--- src/rtl/vga_timing_gen.sv ---
// Raster timing generator for the VGA text path: pixel/line counters, sync, active window,
// 9x16 character-cell coordinates and a frame-based cursor blink phase, all registered.
module vga_timing_gen #(
    parameter int unsigned H_ACTIVE   = 720,
    parameter int unsigned H_FP       = 18,
    parameter int unsigned H_SYNC     = 108,
    parameter int unsigned H_BP       = 54,
    parameter int unsigned V_ACTIVE   = 400,
    parameter int unsigned V_FP       = 12,
    parameter int unsigned V_SYNC     = 2,
    parameter int unsigned V_BP       = 35,
    parameter bit          HSYNC_POL  = 1'b0,
    parameter bit          VSYNC_POL  = 1'b1,
    parameter int unsigned CHAR_W     = 9,
    parameter int unsigned CHAR_H     = 16,
    parameter int unsigned BLINK_BITS = 5
) (
    input  logic       clk_pixel_i,
    input  logic       rst_i,
    input  logic       en_i,
    output logic [9:0] h_cnt_o,
    output logic [8:0] v_cnt_o,
    output logic [6:0] col_o,
    output logic [4:0] row_o,
    output logic [3:0] glyph_x_o,
    output logic [3:0] glyph_y_o,
    output logic       active_o,
    output logic       hsync_o,
    output logic       vsync_o,
    output logic       line_start_o,
    output logic       frame_start_o,
    output logic       blink_o
);

    localparam logic [9:0] H_LAST  = 10'(H_ACTIVE + H_FP + H_SYNC + H_BP - 1);
    localparam logic [9:0] H_ACT   = 10'(H_ACTIVE);
    localparam logic [9:0] HS_BEG  = 10'(H_ACTIVE + H_FP);
    localparam logic [9:0] HS_END  = 10'(H_ACTIVE + H_FP + H_SYNC);
    localparam logic [8:0] V_LAST  = 9'(V_ACTIVE + V_FP + V_SYNC + V_BP - 1);
    localparam logic [8:0] V_ACT   = 9'(V_ACTIVE);
    localparam logic [8:0] VS_BEG  = 9'(V_ACTIVE + V_FP);
    localparam logic [8:0] VS_END  = 9'(V_ACTIVE + V_FP + V_SYNC);
    localparam logic [3:0] GX_LAST = 4'(CHAR_W - 1);
    localparam logic [3:0] GY_LAST = 4'(CHAR_H - 1);

    typedef enum logic {ST_IDLE, ST_RUN} state_t;

    state_t                  state_q, state_d;
    logic [9:0]              h_q, h_d;
    logic [8:0]              v_q, v_d;
    logic [6:0]              col_q, col_d;
    logic [4:0]              row_q, row_d;
    logic [3:0]              gx_q, gx_d, gy_q, gy_d;
    logic [BLINK_BITS-1:0]   frame_q, frame_d;
    logic                    active_q, active_d, hsync_q, hsync_d, vsync_q, vsync_d;
    logic                    ls_q, ls_d, fs_q, fs_d, blink_q, blink_d;
    logic                    line_wrap;

    always_comb begin
        state_d   = ST_IDLE;
        h_d       = '0;
        v_d       = '0;
        col_d     = '0;
        row_d     = '0;
        gx_d      = '0;
        gy_d      = '0;
        frame_d   = frame_q;
        active_d  = 1'b0;
        hsync_d   = ~HSYNC_POL;
        vsync_d   = ~VSYNC_POL;
        ls_d      = 1'b0;
        fs_d      = 1'b0;
        blink_d   = 1'b0;
        line_wrap = 1'b0;
        if (en_i) begin
            state_d = ST_RUN;
            // Coming out of idle the counter defaults already give position (0,0).
            if (state_q == ST_RUN) begin
                if (h_q == H_LAST) begin
                    line_wrap = 1'b1;
                    if (v_q == V_LAST) begin
                        frame_d = frame_q + 1'b1;
                    end else begin
                        v_d = v_q + 1'b1;
                    end
                end else begin
                    h_d = h_q + 1'b1;
                    v_d = v_q;
                end
            end
            if (h_d != '0 && h_d < H_ACT) begin
                if (gx_q == GX_LAST) begin
                    col_d = col_q + 1'b1;
                end else begin
                    gx_d  = gx_q + 1'b1;
                    col_d = col_q;
                end
            end
            // Cell rows only move on a line wrap into a visible line other than line 0.
            if (v_d != '0 && v_d < V_ACT) begin
                if (!line_wrap) begin
                    gy_d  = gy_q;
                    row_d = row_q;
                end else if (gy_q == GY_LAST) begin
                    row_d = row_q + 1'b1;
                end else begin
                    gy_d  = gy_q + 1'b1;
                    row_d = row_q;
                end
            end
            active_d = (h_d < H_ACT) && (v_d < V_ACT);
            hsync_d  = (h_d >= HS_BEG && h_d < HS_END) ? HSYNC_POL : ~HSYNC_POL;
            vsync_d  = (v_d >= VS_BEG && v_d < VS_END) ? VSYNC_POL : ~VSYNC_POL;
            ls_d     = (h_d == '0);
            fs_d     = (h_d == '0) && (v_d == '0);
            blink_d  = frame_d[BLINK_BITS-1];
        end
    end

    always_ff @(posedge clk_pixel_i or posedge rst_i) begin
        if (rst_i) begin
            state_q  <= ST_IDLE;
            h_q      <= '0;
            v_q      <= '0;
            col_q    <= '0;
            row_q    <= '0;
            gx_q     <= '0;
            gy_q     <= '0;
            frame_q  <= '0;
            active_q <= 1'b0;
            hsync_q  <= ~HSYNC_POL;
            vsync_q  <= ~VSYNC_POL;
            ls_q     <= 1'b0;
            fs_q     <= 1'b0;
            blink_q  <= 1'b0;
        end else begin
            state_q  <= state_d;
            h_q      <= h_d;
            v_q      <= v_d;
            col_q    <= col_d;
            row_q    <= row_d;
            gx_q     <= gx_d;
            gy_q     <= gy_d;
            frame_q  <= frame_d;
            active_q <= active_d;
            hsync_q  <= hsync_d;
            vsync_q  <= vsync_d;
            ls_q     <= ls_d;
            fs_q     <= fs_d;
            blink_q  <= blink_d;
        end
    end

    assign h_cnt_o       = h_q;
    assign v_cnt_o       = v_q;
    assign col_o         = col_q;
    assign row_o         = row_q;
    assign glyph_x_o     = gx_q;
    assign glyph_y_o     = gy_q;
    assign active_o      = active_q;
    assign hsync_o       = hsync_q;
    assign vsync_o       = vsync_q;
    assign line_start_o  = ls_q;
    assign frame_start_o = fs_q;
    assign blink_o       = blink_q;

endmodule

--- config.mk ---
export PLATFORM = sky130hd
export DESIGN_NAME = vga_timing_gen
export DESIGN_NICKNAME = d
export VERILOG_FILES = /design/src/rtl/vga_timing_gen.sv
export SDC_FILE = /design/constraint.sdc
export NUM_CORES = 1
export LEC_CHECK = 0
export BUFFER_PORTS_ARGS = -buffer_cell sky130_fd_sc_hd__buf_2
export CORE_MARGIN = 5
export CORE_UTILIZATION = 55
export DETAILED_ROUTE_END_ITERATION = 10
export GPL_ROUTABILITY_DRIVEN = 1
export HOLD_SLACK_MARGIN = 0.06
export MAX_ROUTING_LAYER = met4
export PLACE_DENSITY = 0.78
export SLEW_MARGIN = 40
export SYNTH_ARGS = -nofsm -noshare
export SYNTH_HDL_FRONTEND = slang
export SYNTH_SLANG_ARGS = --single-unit
--- constraint.sdc ---
create_clock -name clk_pixel_i -period 6 [get_ports clk_pixel_i]
set_input_delay 1.2 -clock clk_pixel_i [delete_from_list [all_inputs] [get_ports clk_pixel_i]]
set_output_delay 1.2 -clock clk_pixel_i [all_outputs]
set_load 0.01 [all_outputs]
==> summary.md <==
| Metric | Value |
|---|---|
| Outcome | complete, no violations |
| Final WL | 6657 um |
| Post-Synth Adder-Cell Area | 0.03727 |
| Crit. End Element | register |
| # IOs | 48 |
| CTS Buf Count | 5 |
| Row count | 27 |
| Final Net Count | 368 |
| Worst rel slew slack | 0.5659 |
| Die area | 0.007076 mm2 |
| Cts repair resizes | 0 |
| DRC viols | 0 |
| R2R cell count | 7 |
| Worst R2R End | frame_start_o |
| Floorplan core area | 0.005439 mm2 |
| Hold-critical path depth | 1 |
| Bufs on Longest Clock Path | 2 |
| CTS Root Buffer Type | clkbuf_8 |
| HP Class | register to register |
| Share of cells above drive strength 1 | 0.2051 |
| Grt total ovfl | 0 |
| Diodes inserted | 0 |
| CP Launch Type | register |
| Via density | 5.771 |
| Crit. path cell count | 7 |
| CTS clock-pin slew for the worst setup and hold paths | 90 ps |
| Hold_buf cts | 0 |
| Footprint of the multi-input gates | 0.001605 mm2 |
| Fillers | 479 |
| Largest stage delay, worst path | 530 ps |
| VDD IR max | 129.9 uV |
| Post-Syn Area per Cell | 9.502 um2 |
| GR Util All Layers | 0.2047 |
| CP bufs+invs | 0 |
| Worst-Skew Late Latency | 300 ps |
| Average wire per standard cell | 15.55 um |
| Post-synthesis mux area share | 0.01698 |
| Initial DRC count | 186 |
| Fmax | 352.5 MHz |
| Static leakage | 1.458 nW |
| Final Max Tran Viols | 0 |
| Hold path endpoint | frame_q[3] |
| Initial Utilization | 0.5556 |
| R2R setup slack | 3160 ps |
| Worst Min Path Start | frame_q[3] |
| CP max stage cell | or4_1 |
| Post-CTS setup buffers | 0 |
| First-pass GRT wire length | 11610 um |
| Clk sinks | 51 |
| GPL Wtd Cong | 0.8936 |
| CP Cell Sequence | ha_1 -> nor3b_2 -> nand3_2 -> or4_1 -> o31ai_1 -> a41o_1 -> and2_1 |
| Top delay family on crit path | simple AND/OR/NAND/NOR gates |
| Post-synthesis sequential area ratio | 0.4228 |
| Pin count of the biggest net entering global routing | 52 |
| H-Tree Level Count | 2 |
| Detail Route Antenna Nets | 0 |
| Cell variety after synth | 52 |
| Area Overhead vs Synth | 11.14% |
| Finished Layout Cells | 428 |
| #FFs+latches synth | 51 |
| Post-synth EDFFs | 0 |
| Die width | 84.12 um |
| Top cell type's share of synthesized area | 0.4141 |
| Final hold slack | 489.8 ps |
| Synth Warn # | 0 |
| Post-synth ARST share | 1.000 |
| Worst flop-to-flop path startpoint | h_cnt_o[0] |
| Fin crit share | 0.4729 |
| Syn Std Cell Area | 0.003022 mm2 |
| Drt pass-1 iters | 4 |
| Critical setup path kind | register to register |
| CP required | 6240 ps |
| Hold Violations, Final | 0 |
| Antenna violations before repair | 0 |
| Post-synthesis compound-gate area fraction | 0.09896 |
| Pwr per Cell Area | 180.2 mW/mm2 |
| Die Height | 84.12 um |
| Final Skew | 4.200 ps |
| CP Data Arrival Time | 3080 ps |
| DP Cell Count | 421 |
| Crit path max fanout | 10 |
| CTS tree | done |
| Top cells by area, synth | dfrtp_1, xor2_1, nor2_1, xnor2_1, ha_1 |
| Synth Area in XOR/XNOR | 0.1043 |
| Area share of and/or/nand/nor cells after synthesis | 0.2737 |
| Setup_tns | 0 ps |
| Syn Nets | 330 |
| Routed via count | 2470 |
| Max-Cap Viols | 0 |
| Largest family of logic cells by synthesized area | simple AND/OR/NAND/NOR gates |
| Final setup viols | 0 |
| Register area | 0.001277 mm2 |
| Most used flip-flop cell after synthesis | dfrtp_1 |
| RSZ-0062 raised after global routing | no |
| Cell count after synthesis | 318 |
| Port buffer count | 47 |
| Min Tclk post-route | 2837 ps |
| Detail Placement HPWL | 4831 um |
| Synth area leader | dfrtp_1 |
| Vias in the first global route | 2515 |
| Slew @ Worst Pin | 651.0 ps |
[final cells by class]
class,instances,area share
Clock buffer,6,0.02161
Clock inverter,1,0.008942
Inverter,12,0.01416
Multi-Input combinational cell,239,0.4780
Sequential cell,51,0.3804
Tap cell,72,0.02683
Timing Repair Buffer,47,0.07004
[worst register-to-register path: stages (launching register included)]
cell,delay (ps)
dfrtp_1,480
ha_1,370
nor3b_2,400
nand3_2,190
or4_1,530
o31ai_1,80
a41o_1,520
and2_1,200
[worst max-delay path by stage]
stage / start / endpoint
2_1_floorplan: en_i / vsync_o
3_3_place_gp: h_cnt_o[0] / frame_start_o
3_5_place_dp: h_cnt_o[0] / frame_start_o
4_1_cts: h_cnt_o[0] / frame_start_o
5_1_grt: h_cnt_o[0] / frame_start_o
6_report: h_cnt_o[0] / frame_start_o
[layer usage]
layer / wire, um / GRT usage / share of wire
met4: 138 / 0.07602 / 0.021
met1: 3025 / 0.2685 / 0.45
met3: 402 / 0.04640 / 0.060
met5: 0 / - / 0
met2: 3090 / 0.3099 / 0.46
[stage by stage]
stage	area, um2	total power [mW]	setup WS (ps)	utilization
5_1_grt	3358	0.6323	2906	0.6174
3_3_place_gp	3253	0.3819	3289	0.5981
4_1_cts	3358	0.6111	3172	0.6174
3_5_place_dp	3256	0.3823	3182	0.5986
2_1_floorplan	3022	0.3734	3433	-
6_report	3358	0.6052	3163	0.6174
[kinds of logic after synthesis]
logic type / Yosys count
mux: 5
compound gates: 42
flops: 51
fa+ha+maj: 9
simple gates: 147
xor+xnor: 36
buf+inv: 28
[cells in the final DEF, fill, tap and decap left out, types with 3 or more instances in the layout]
cell	count
dfrtp_1	50
buf_2	47
nor2_1	38
nand2_1	22
xor2_1	20
xnor2_1	16
nand4_1	15
nor3_1	14
nand3_1	12
inv_1	11
a21oi_1	9
ha_1	9
and2_1	8
nor3_2	8
o22ai_1	6
o21ai_0	5
clkbuf_8	5
and3_1	4
mux2i_1	4
and4_1	4
a21boi_0	4
or3_1	3
or4_1	3
nand2b_1	3
[cells in the mapped netlist, types with 4 or more instances]
cell type,instances
and3_1,4
a21oi_1,9
ha_1,9
mux2i_1,4
clkbuf_1,5
xnor2_1,16
o22ai_1,6
nor3_2,8
o21ai_0,5
nand3_1,12
nor2_1,38
and4_1,4
inv_1,12
and2_1,8
a21boi_0,4
nand4_1,15
dfrtp_1,50
buf_2,6
xor2_1,20
nor3_1,14
nand2_1,22
[where the power goes]
part	leakage, nW	switching, mW	internal, mW
clock	0.0513	0.108	0.122
combinational	0.707	0.0192	0.00608
sequential	0.700	0.00351	0.346
[flip-flops by register name, summed over array words and instances, names as in the netlist]
name and cells:
frame_start_o 1, frame_q 5, active_o 1, glyph_y_o 4
state_q 1, blink_o 1, line_start_o 1, row_o 5
vsync_o 1, v_cnt_o 9, glyph_x_o 4, h_cnt_o 10
hsync_o 1, col_o 7
(Power assumes the default switching activity.)
